[src/rtl/pwm_decoder.sv]
// Decodes one transducer PWM line into pulse width and centre phase by
// timestamping its edges against the free-running 512-count carrier counter.
module pwm_decoder #(
  parameter int CNT_LATENCY = 1,
  parameter int T           = 512
) (
  input  logic       CLK,
  input  logic       RST_N,
  input  logic [8:0] TIME_CNT,
  input  logic       PWM_IN,
  output logic [8:0] PULSE_WIDTH,
  output logic [7:0] PHASE,
  output logic [8:0] RISE,
  output logic [8:0] FALL,
  output logic       GLITCH,
  output logic       STUCK_HIGH,
  output logic       STUCK_LOW,
  output logic       DOUT_VALID,
  output logic [7:0] DROP_CNT
);

  generate
    if (T != 512) begin : g_bad_period
      $error("pwm_decoder supports only T = 512");
    end
  endgenerate

  localparam logic [8:0] LAT = 9'(CNT_LATENCY);

  typedef enum logic [1:0] {
    SYNC    = 2'd0,
    MEASURE = 2'd1,
    REPORT  = 2'd2
  } state_t;

  function automatic logic [7:0] sat_inc(input logic [7:0] v);
    return (v == 8'hFF) ? v : v + 8'd1;
  endfunction

  function automatic logic [8:0] mod_sub(input logic [8:0] a, input logic [8:0] b);
    return a - b;
  endfunction

  // Centre = rise + width/2, wrapped to the period, reported in half-resolution.
  function automatic logic [7:0] centre_phase(input logic [8:0] r, input logic [8:0] pw);
    return 8'((r + {1'b0, pw[8:1]}) >> 1);
  endfunction

  // ---- stage 0: sample line and counter, keep previous sample ----
  logic       s_p0, s_d_p0;
  logic [8:0] t_p0, t_d_p0;
  logic       vld_p0, vld_d_p0;

  always_ff @(posedge CLK or negedge RST_N) begin
    if (!RST_N) begin
      s_p0     <= 1'b0;
      s_d_p0   <= 1'b0;
      t_p0     <= 9'd0;
      t_d_p0   <= 9'd0;
      vld_p0   <= 1'b0;
      vld_d_p0 <= 1'b0;
    end else begin
      s_p0     <= PWM_IN;
      s_d_p0   <= s_p0;
      t_p0     <= TIME_CNT;
      t_d_p0   <= t_p0;
      vld_p0   <= 1'b1;
      vld_d_p0 <= vld_p0;
    end
  end

  logic       rise_p0, fall_p0, disc_p0, last_p0;
  logic [8:0] ts_p0;

  assign rise_p0 = vld_d_p0 & s_p0 & ~s_d_p0;
  assign fall_p0 = vld_d_p0 & ~s_p0 & s_d_p0;
  assign ts_p0   = mod_sub(t_p0, LAT);
  assign disc_p0 = vld_d_p0 & (t_p0 != t_d_p0 + 9'd1);
  assign last_p0 = vld_p0 & (t_p0 == 9'd511);

  state_t state_q, state_d;
  logic   acc_en, close_p0, dout_valid;

  always_ff @(posedge CLK or negedge RST_N) begin
    if (!RST_N) state_q <= SYNC;
    else        state_q <= state_d;
  end

  always_comb begin
    state_d = state_q;
    case (state_q)
      SYNC:    if (!disc_p0 && last_p0) state_d = MEASURE;
      MEASURE: begin
        if (disc_p0)      state_d = SYNC;
        else if (last_p0) state_d = REPORT;
      end
      REPORT:  state_d = disc_p0 ? SYNC : MEASURE;
      default: state_d = SYNC;
    endcase
  end

  // REPORT also accumulates: its sample is the first one of the new window.
  always_comb begin
    dout_valid = (state_q == REPORT);
    acc_en     = (state_q == MEASURE) || (state_q == REPORT);
    close_p0   = (state_q == MEASURE) && last_p0 && !disc_p0;
  end

  // ---- stage 1: window accumulation (current sample merged combinationally) ----
  logic       have_r_p1, have_f_p1, glitch_p1;
  logic [8:0] r_p1, f_p1;
  logic       have_r_nx, have_f_nx, glitch_nx;
  logic [8:0] r_nx, f_nx;

  assign have_r_nx = have_r_p1 | rise_p0;
  assign have_f_nx = have_f_p1 | fall_p0;
  assign r_nx      = (rise_p0 && !have_r_p1) ? ts_p0 : r_p1;
  assign f_nx      = (fall_p0 && !have_f_p1) ? ts_p0 : f_p1;
  assign glitch_nx = glitch_p1 | (rise_p0 & have_r_p1) | (fall_p0 & have_f_p1);

  always_ff @(posedge CLK or negedge RST_N) begin
    if (!RST_N) begin
      have_r_p1 <= 1'b0;
      have_f_p1 <= 1'b0;
      glitch_p1 <= 1'b0;
      r_p1      <= 9'd0;
      f_p1      <= 9'd0;
    end else if (disc_p0 || !acc_en || close_p0) begin
      have_r_p1 <= 1'b0;
      have_f_p1 <= 1'b0;
      glitch_p1 <= 1'b0;
    end else begin
      have_r_p1 <= have_r_nx;
      have_f_p1 <= have_f_nx;
      glitch_p1 <= glitch_nx;
      r_p1      <= r_nx;
      f_p1      <= f_nx;
    end
  end

  // ---- stage 2: report computation and held outputs ----
  logic [8:0] pw_p2, rise_p2, fall_p2;
  logic [7:0] ph_p2, drop_p2;
  logic       gl_p2, sh_p2, sl_p2;
  logic [8:0] pw_c, rise_c, fall_c;
  logic [7:0] ph_c;
  logic       gl_c, sh_c, sl_c;

  always_comb begin
    pw_c   = 9'd0;
    ph_c   = 8'd0;
    rise_c = rise_p2;
    fall_c = fall_p2;
    gl_c   = 1'b0;
    sh_c   = 1'b0;
    sl_c   = 1'b0;
    if (have_r_nx && have_f_nx) begin
      pw_c   = mod_sub(f_nx, r_nx);
      ph_c   = centre_phase(r_nx, pw_c);
      rise_c = r_nx;
      fall_c = f_nx;
      gl_c   = glitch_nx;
    end else if (!have_r_nx && !have_f_nx) begin
      if (s_p0) begin
        pw_c = 9'd511;
        sh_c = 1'b1;
      end else begin
        sl_c = 1'b1;
      end
    end else begin
      gl_c = 1'b1;
    end
  end

  always_ff @(posedge CLK or negedge RST_N) begin
    if (!RST_N) begin
      pw_p2   <= 9'd0;
      ph_p2   <= 8'd0;
      rise_p2 <= 9'd0;
      fall_p2 <= 9'd0;
      gl_p2   <= 1'b0;
      sh_p2   <= 1'b0;
      sl_p2   <= 1'b0;
    end else if (close_p0) begin
      pw_p2   <= pw_c;
      ph_p2   <= ph_c;
      rise_p2 <= rise_c;
      fall_p2 <= fall_c;
      gl_p2   <= gl_c;
      sh_p2   <= sh_c;
      sl_p2   <= sl_c;
    end
  end

  always_ff @(posedge CLK or negedge RST_N) begin
    if (!RST_N)       drop_p2 <= 8'd0;
    else if (disc_p0) drop_p2 <= sat_inc(drop_p2);
  end

  assign PULSE_WIDTH = pw_p2;
  assign PHASE       = ph_p2;
  assign RISE        = rise_p2;
  assign FALL        = fall_p2;
  assign GLITCH      = gl_p2;
  assign STUCK_HIGH  = sh_p2;
  assign STUCK_LOW   = sl_p2;
  assign DOUT_VALID  = dout_valid;
  assign DROP_CNT    = drop_p2;

endmodule

[config.mk]
export PLATFORM = sky130hd
export DESIGN_NAME = pwm_decoder
export DESIGN_NICKNAME = d
export VERILOG_FILES = /design/src/rtl/pwm_decoder.sv
export SDC_FILE = /design/constraint.sdc
export NUM_CORES = 1
export LEC_CHECK = 0
export ABC_AREA = 1
export CAP_MARGIN = 20
export CORE_AREA = 2 2 102 104
export CTS_BUF_LIST = sky130_fd_sc_hd__clkbuf_4 sky130_fd_sc_hd__clkbuf_8 sky130_fd_sc_hd__clkbuf_16
export DETAILED_ROUTE_END_ITERATION = 7
export DIE_AREA = 0 0 104 106
export GPL_TIMING_DRIVEN = 0
export HOLD_SLACK_MARGIN = 0.12
export MAX_ROUTING_LAYER = met4
export PLACE_DENSITY = 0.83
export SLEW_MARGIN = 20
export SYNTH_ARGS = -nofsm -noshare
export SYNTH_HDL_FRONTEND = slang
export SYNTH_SLANG_ARGS = --single-unit
[constraint.sdc]
create_clock -name CLK -period 3.4 [get_ports CLK]
set_input_delay 0.68 -clock CLK [delete_from_list [all_inputs] [get_ports CLK]]
set_output_delay 0.68 -clock CLK [all_outputs]
set_load 0.05 [all_outputs]
== Yosys cells after proc, flatten, opt, wreduce, memory -nomap -nowiden ==
Index checks and enable logic that the tools add are counted.

* Add/sub/neg operators: 5
* Multiply operators: 0
* Div/mod/pow operators: 0
* Order comparisons: 0
* Equality and inequality tests: 7
* Shift operators: 0
* Muxes and demuxes: 22
* Bitwise logic cells: 15
* Reduce and logical (&&, ||, !) cells: 20

{| class="wikitable"
|+ Operator list
! cell !! count
|-
| $mux W9 || 5
|-
| $mux W1 || 12
|-
| $add A9 B1 Y9 const B || 1
|-
| $add A9 B8 Y9 || 1
|-
| $eq A9 B9 Y1 const B || 1
|-
| $ne A9 B9 Y1 || 1
|-
| $sub A9 B1 Y9 const B || 1
|-
| $sub A9 B9 Y9 || 1
|-
| $add A8 B1 Y8 const B || 1
|-
| $and A1 B1 Y1 || 8
|-
| $eq A8 B8 Y1 const B || 1
|-
| $mux W8 || 1
|-
| $logic_and A1 B1 Y1 || 7
|-
| $logic_not A1 Y1 || 6
|-
| $mux W2 || 3
|-
| $pmux W2 S3 || 1
|-
| $reduce_and A2 Y1 || 3
|-
| $or A1 B1 Y1 || 4
|-
| $logic_or A1 B1 Y1 || 3
|-
| $ne A3 B3 Y1 const B || 1
|-
| $not A1 Y1 || 3
|-
| $eq A2 B1 Y1 const B || 1
|-
| $eq A2 B2 Y1 const B || 1
|-
| $logic_not A2 Y1 || 1
|-
| $ne A2 B2 Y1 const B || 1
|}

* Register bits: 91
* Latch bits: 0
* Memory bits (writable): 0
* Memory bits (read-only): 0
* Input port bits: 12
* Output and inout bits: 47
* Logic and storage cells: 89
* Memories kept: 0

== Longest topological paths before layout ==
* Depth in word-level cells: 8
* Depth in mapped cells: 27
* Mapped depth without buffers: 26

== Worst setup path before layout ==
No wires, ideal clock.

* Kind: register to register
* Start point: register t_p0[0]
* End point: register ph_p2[5] (netlist: PHASE[5])
* Library setup time: 120 ps
* Data arrival time: 3,397 ps
* Data required time: 3,280 ps
* Setup slack: -117 ps
* Stages on the path, launching flop included: 21
* Buffers on the path: 0
* Period minus slack after synthesis: 3,517 ps
* Path through: dfrtp_1 -> inv_1 -> ha_1 -> inv_1 -> o21ai_0 -> inv_1 -> fa_1 -> inv_1 -> nand3_1 -> a21boi_0 -> xor2_1 -> ha_1 -> inv_1 -> o21bai_2 -> inv_1 -> nand2_2 -> and2_4 -> nand2_1 -> nand2_1 -> nor2_1 -> o21ai_2

* Longest elaborated chain between the ends: 5
* Elaborated cells on any way between the ends: 13
* Classes of those cells: add/sub (3); eq/ne (2); mux (3); bitwise (2); reduce/logical (3)

{| class="wikitable"
|+ Ends and longest elaborated chain
! element !! RTL line !! text
|-
| start: declaration || 51 || <nowiki>logic [8:0] t_p0, t_d_p0;</nowiki>
|-
| start signal: assignment || 58 || <nowiki>t_p0 <= 9'd0;</nowiki>
|-
| start signal: assignment || 65 || <nowiki>t_p0 <= TIME_CNT;</nowiki>
|-
| $sub A9 B1 Y9 (*) || 41 || <nowiki>return a - b;</nowiki>
|-
| $mux W9 (*) || 117 || <nowiki>assign r_nx = (rise_p0 && !have_r_p1) ? ts_p0 : r_p1;</nowiki>
|-
| via r_nx[1] || 113 || <nowiki>logic [8:0] r_nx, f_nx;</nowiki>
|-
| $sub A9 B9 Y9 || 41 ||
|-
| $add A9 B8 Y9 (*) || 46 || <nowiki>return 8'((r + {1'b0, pw[8:1]}) >> 1);</nowiki>
|-
| $mux W8 (*) || 157 || <nowiki>if (have_r_nx && have_f_nx) begin</nowiki>
|-
| end signal: assignment || 186 || <nowiki>ph_p2 <= ph_c;</nowiki>
|-
| end: declaration || 143 || <nowiki>logic [7:0] ph_p2, drop_p2;</nowiki>
|}

Mark *: on every way through the listed nets, which the timed path passes. The rest lies on a longest branch.
A chain may end at the register's enable or synchronous reset.

== Worst setup path in the final report ==
* Start point: register t_p0[0]
* End point: register ph_p2[6] (netlist: PHASE[6])

* Longest elaborated chain between the ends: 5
* Elaborated cells on any way between the ends: 13
* Classes of those cells: add/sub (3); eq/ne (2); mux (3); bitwise (2); reduce/logical (3)

{| class="wikitable"
|+ Ends and longest elaborated chain
! element !! RTL line
|-
| $sub A9 B1 Y9 || 41
|-
| $mux W9 (on tied branches) || 118, 117
|-
| $sub A9 B9 Y9 || 41
|-
| $add A9 B8 Y9 || 46
|-
| $mux W8 || 157
|}

Parallel ways exist; a longest one is shown, timed or not.

==> results.md <==
Setup path:
- The kind of end point of the critical path is a flop.
- Together, buffers and inverters on the worst path number 4.
- Grouping stages by cell kind, the critical path spends the most delay in simple AND/OR/NAND/NOR gates.
- The critical path's largest stage delay is around 450 ps.
- The worst setup path category is flop to flop.
- The slowest stage of the critical path belongs to the cell dfrtp_2.
- Data on the critical path is required at its endpoint by between 3000 and 4000 ps.
- The largest fanout of any net on the critical path is 7.
- The minimum setup slack among reg-to-reg paths is -170 ps.
- The worst setup path is launched from a flop.
- The most numerous cell on the critical path is nand2_1.
- Walking the worst path, the cells encountered are clkinv_4 -> ha_4 -> inv_1 -> o21ai_4 -> ha_4 -> inv_1 -> o21bai_1 -> nand2_1 -> nand2_2 -> nand2_4 -> nand3_2 -> nand3_2 -> o21ai_2 -> a21oi_2 -> xnor2_2 -> ha_4 -> buf_4 -> a21oi_2 -> nand2_1 -> nand2_1 -> nand3_1 -> nand2_1.
- For the worst setup path, the data arrival time is between 3000 and 4000 ps.

Detailed routing:
- In the final routed layout, each cell accounts on average for ~16 um.
- The wire length reported by the detailed router is ~13000 um.
- The post-detailed-route via-to-cell ratio is 5.43.
- In the routed design, unresolved DRC markers number 0.
- For this block, the via count after detailed routing is ~4600.
- Once detail routing completed, the nets flagged for antenna violations numbered 0.
- The number of DRC violations after detailed-routing iteration 0 is 390.
- The number of optimization iterations in the first detailed-route pass is 7.

Yosys:
- The flop and latch count out of synthesis is 91.
- The cell area after technology mapping is about 0.005 sq mm.
- Dividing the synthesized area by the synthesized cell count gives approximately 8.3 sq um.
- The fraction of post-synthesis cell area in the top cell type by area is roughly 46%.
- The number of enable flip-flop cells after synthesis is 0.
- The distinct cell type count of the synthesized netlist is 45.
- The number of nets in the synthesized netlist is between 600 and 700.
- By area the synthesized netlist is led by dfrtp_1, nand2_1, o21ai_0.
- The Yosys warning count is 0.
- The portion of the post-synthesis area used by sequential elements is 45.7%.
- The most common flop cell mapped by yosys is dfrtp_1.
- The top cell type by total area after synthesis is dfrtp_1.
- The count of mapped cells out of synthesis is around 600.
- The share of synthesized registers carrying an async set or reset is 100%.

Clocking:
- The number of buffers created by CTS is 9.
- The insertion delay to the later sink of the worst-skew pair is between 300 and 400 ps.
- The maximum buffer depth of the clock tree is 2.
- CTS placed an instance of clkbuf_8 at the clock tree root.
- For this design, the sink count on the clock tree is slightly above 90.
- Clock-pin slew was measured on the worst setup and hold paths at around 100 ps.
- The number of hold buffers added after CTS was 0.
- TritonCTS built the clock tree.
- The H-tree was split into 3 levels.

Global routing:
- The first-pass GRT wire length is between 20000 and 25000 um.
- The largest net degree at the start of global routing is 48.
- The initial antenna violation count is 0.
- Global routing used a little under a quarter of the available tracks.
- The total congestion overflow after global routing is 0.
- The via count of the first global-routing pass is roughly 4400.

Floorplan:
- The chip width is 104 um.
- The number of core rows is 37.
- The core region area is 0.0100 sq mm.
- The initial core utilization is between 40% and 50%.
- From bottom edge to top edge, the die measures 106 um.
- The die area is ~0.011 sq mm.
- The top-level port count is slightly below 60.

Cells and area:
- At the end of the flow, the number of nets in the layout was 742.
- From synthesis to final layout, the design area changed by 31.7%.
- Cells with a size suffix above 1 make up 24.1% of the layout.
- The library cell used most frequently in the layout, excluding fill and tap cells, is nand2_1.
- In the layout the commonest cells are nand2_1, dfrtp_1, clkdlybuf4s50_1, inv_1.
- The number of antenna diodes in the final layout is 0.

Status:
- The final reports fail on setup timing.
- The flow ran to the end, but the final reports show violations.

STA:
- Timing would allow up to ~0.28 GHz.
- The final number of hold-violating endpoints is 0.
- The count of endpoints failing setup in the final report is 3.
- Clock skew on the completed layout was measured at ~13 ps.
- The worst hold slack is 317 ps.
- Setup repair after global routing could not meet its margin everywhere.
- In this run the tightest slew margin relative to its limit is between 50% and 60%.
- The setup total negative slack is -373 ps.
- The number of pins with negative max-slew slack in the final report is 0.
- The routed design could run at a clock period as short as approximately 3600 ps.
- The transition at the pin with the smallest max-transition slack is ~700 ps.
- The final critical path takes up 105% of the cycle.
- After layout, the worst setup slack is -173 ps.

Place:
- The final weighted congestion of routability-driven global placement is between 0.9 and 1.
- The half-perimeter wire length of the detailed placement result is between 8000 and 9000 um.
- Input and output buffers added on the ports amount to 58.

Job:
- Max-cap violations in this run came to 0.

Hold path:
- The tightest min-delay check is of the input port to async pin type.

Power:
- The design draws between 0.005 and 0.006 W.
- Summed over all cells, the static leakage comes to between 3 and 4 nW.
- In this run the power density over the cells is about 830 mW/mm^2.
- The worst-case vdd ir drop is around 0.47 mV.
-- what timing repair did --
action | CTS | global route
buffers inserted | 19 | 22
resized for setup | 38 | 36
setup endpoints to repair | 7 | 5
pin swaps | 21 | 25
-- layout make-up --
class,instances,area (sq um)
clock buffer,9,124
inverter,61,234
sequential,91,2290
fill,780,3440
multi-input combinational,433,2680
buffer,14,104
timing repair buffer,100,910
tap,136,170
clock inverter,5,56.3
-- Yosys cell counts (2+ instances only) --
cell type,number
ha_1,18
nand3_2,6
o211ai_1,6
buf_6,5
inv_2,3
nor3_1,2
o21ai_1,4
nand4_1,8
xnor2_1,10
a21oi_1,11
a211oi_1,3
nand2_2,28
fa_1,2
nand2_1,163
nor2_1,31
or2_2,6
nor2_4,2
nand2_4,3
dfrtp_1,91
o21ai_0,48
xor2_1,13
inv_1,58
nor2_2,3
clkbuf_1,7
o21ai_2,2
or2_0,2
nand3_1,46
-- registers in the layout, summed over array words and instances (netlist names), 2 cells and up --
register     count
f_p1             9
r_p1             9
RISE             9
t_p0             9
PULSE_WIDTH      9
FALL             9
DROP_CNT         8
t_d_p0           9
state_q          2
PHASE            8
-- through the flow --
stage                     cell area, sq um  utilization [%]  setup WS, ps  std cells
after floorplan                       4980                -          22.9        599
after global placement                5730             57.3         -1510        793
after detailed placement              5750             57.5          -615        794
after CTS                             6230             62.3         -41.4        827
after global routing                  6560             65.6          -325        849
final                                 6560             65.6          -173        849
-- report_power, final --
| group | switching, W | internal (W) | leakage [nW] | total, W |
|---|---|---|---|---|
| clock | 0.000388 | 0.000331 | 0.0909 | 0.000719 |
| combinational | 0.00194 | 0.00143 | 1.85 | 0.00337 |
| sequential | 0.000128 | 0.00123 | 1.18 | 0.00136 |
-- worst register-to-register path: stages, from the launching register on --
cell and delay, ps:
dfrtp_2 450, clkinv_4 120, ha_4 290, inv_1 60, o21ai_4 250, ha_4 250, inv_1 90, o21bai_1 90
nand2_1 110, nand2_2 90, nand2_4 110, nand3_2 100, nand3_2 130, o21ai_2 80, a21oi_2 200, xnor2_2 170
ha_4 260, buf_4 140, a21oi_2 190, nand2_1 110, nand2_1 80, nand3_1 90, nand2_1 90
-- cells by family (layout without fill, tap and decap cells) --
group / Yosys count / in the layout / synth area share, %
buffers and inverters: 75 / 189 / 6.51
adder cells (fa/ha/maj): 20 / 20 / 5.33
AND/OR/NAND/NOR: 305 / 305 / 28.6
AO/OA/AOI/OAI: 84 / 84 / 9.70
XOR/XNOR: 23 / 23 / 4.05
flip-flops: 91 / 91 / 45.7
other: 1 / 1 / 0.0753
-- per-layer routing --
metal  vias up  wire [um]  global-route usage (%)
met5         -          0                       -
met4         0        519                    8.88
met3        52        740                    4.05
met2       212       6520                    39.9
met1      2196       5640                    29.6
li1       2153          -                       -
-- worst paths after layout --
check / endpoint / startpoint / cells past startpoint
max: PHASE[6]$_DFFE_PN0P_ / t_p0[0]$_DFF_PN0_ / 22
min: DROP_CNT[7]$_DFFE_PN0P_ / RST_N / 1
max reg2reg: PHASE[6]$_DFFE_PN0P_ / t_p0[0]$_DFF_PN0_ / 22
min reg2reg: vld_d_p0$_DFF_PN0_ / vld_p0$_DFF_PN0_ / 0
max in group asynchronous: PULSE_WIDTH[8]$_DFFE_PN0P_ / RST_N / 2
min in group CLK: vld_d_p0$_DFF_PN0_ / vld_p0$_DFF_PN0_ / 0
Power figures use the tool's default switching activity.
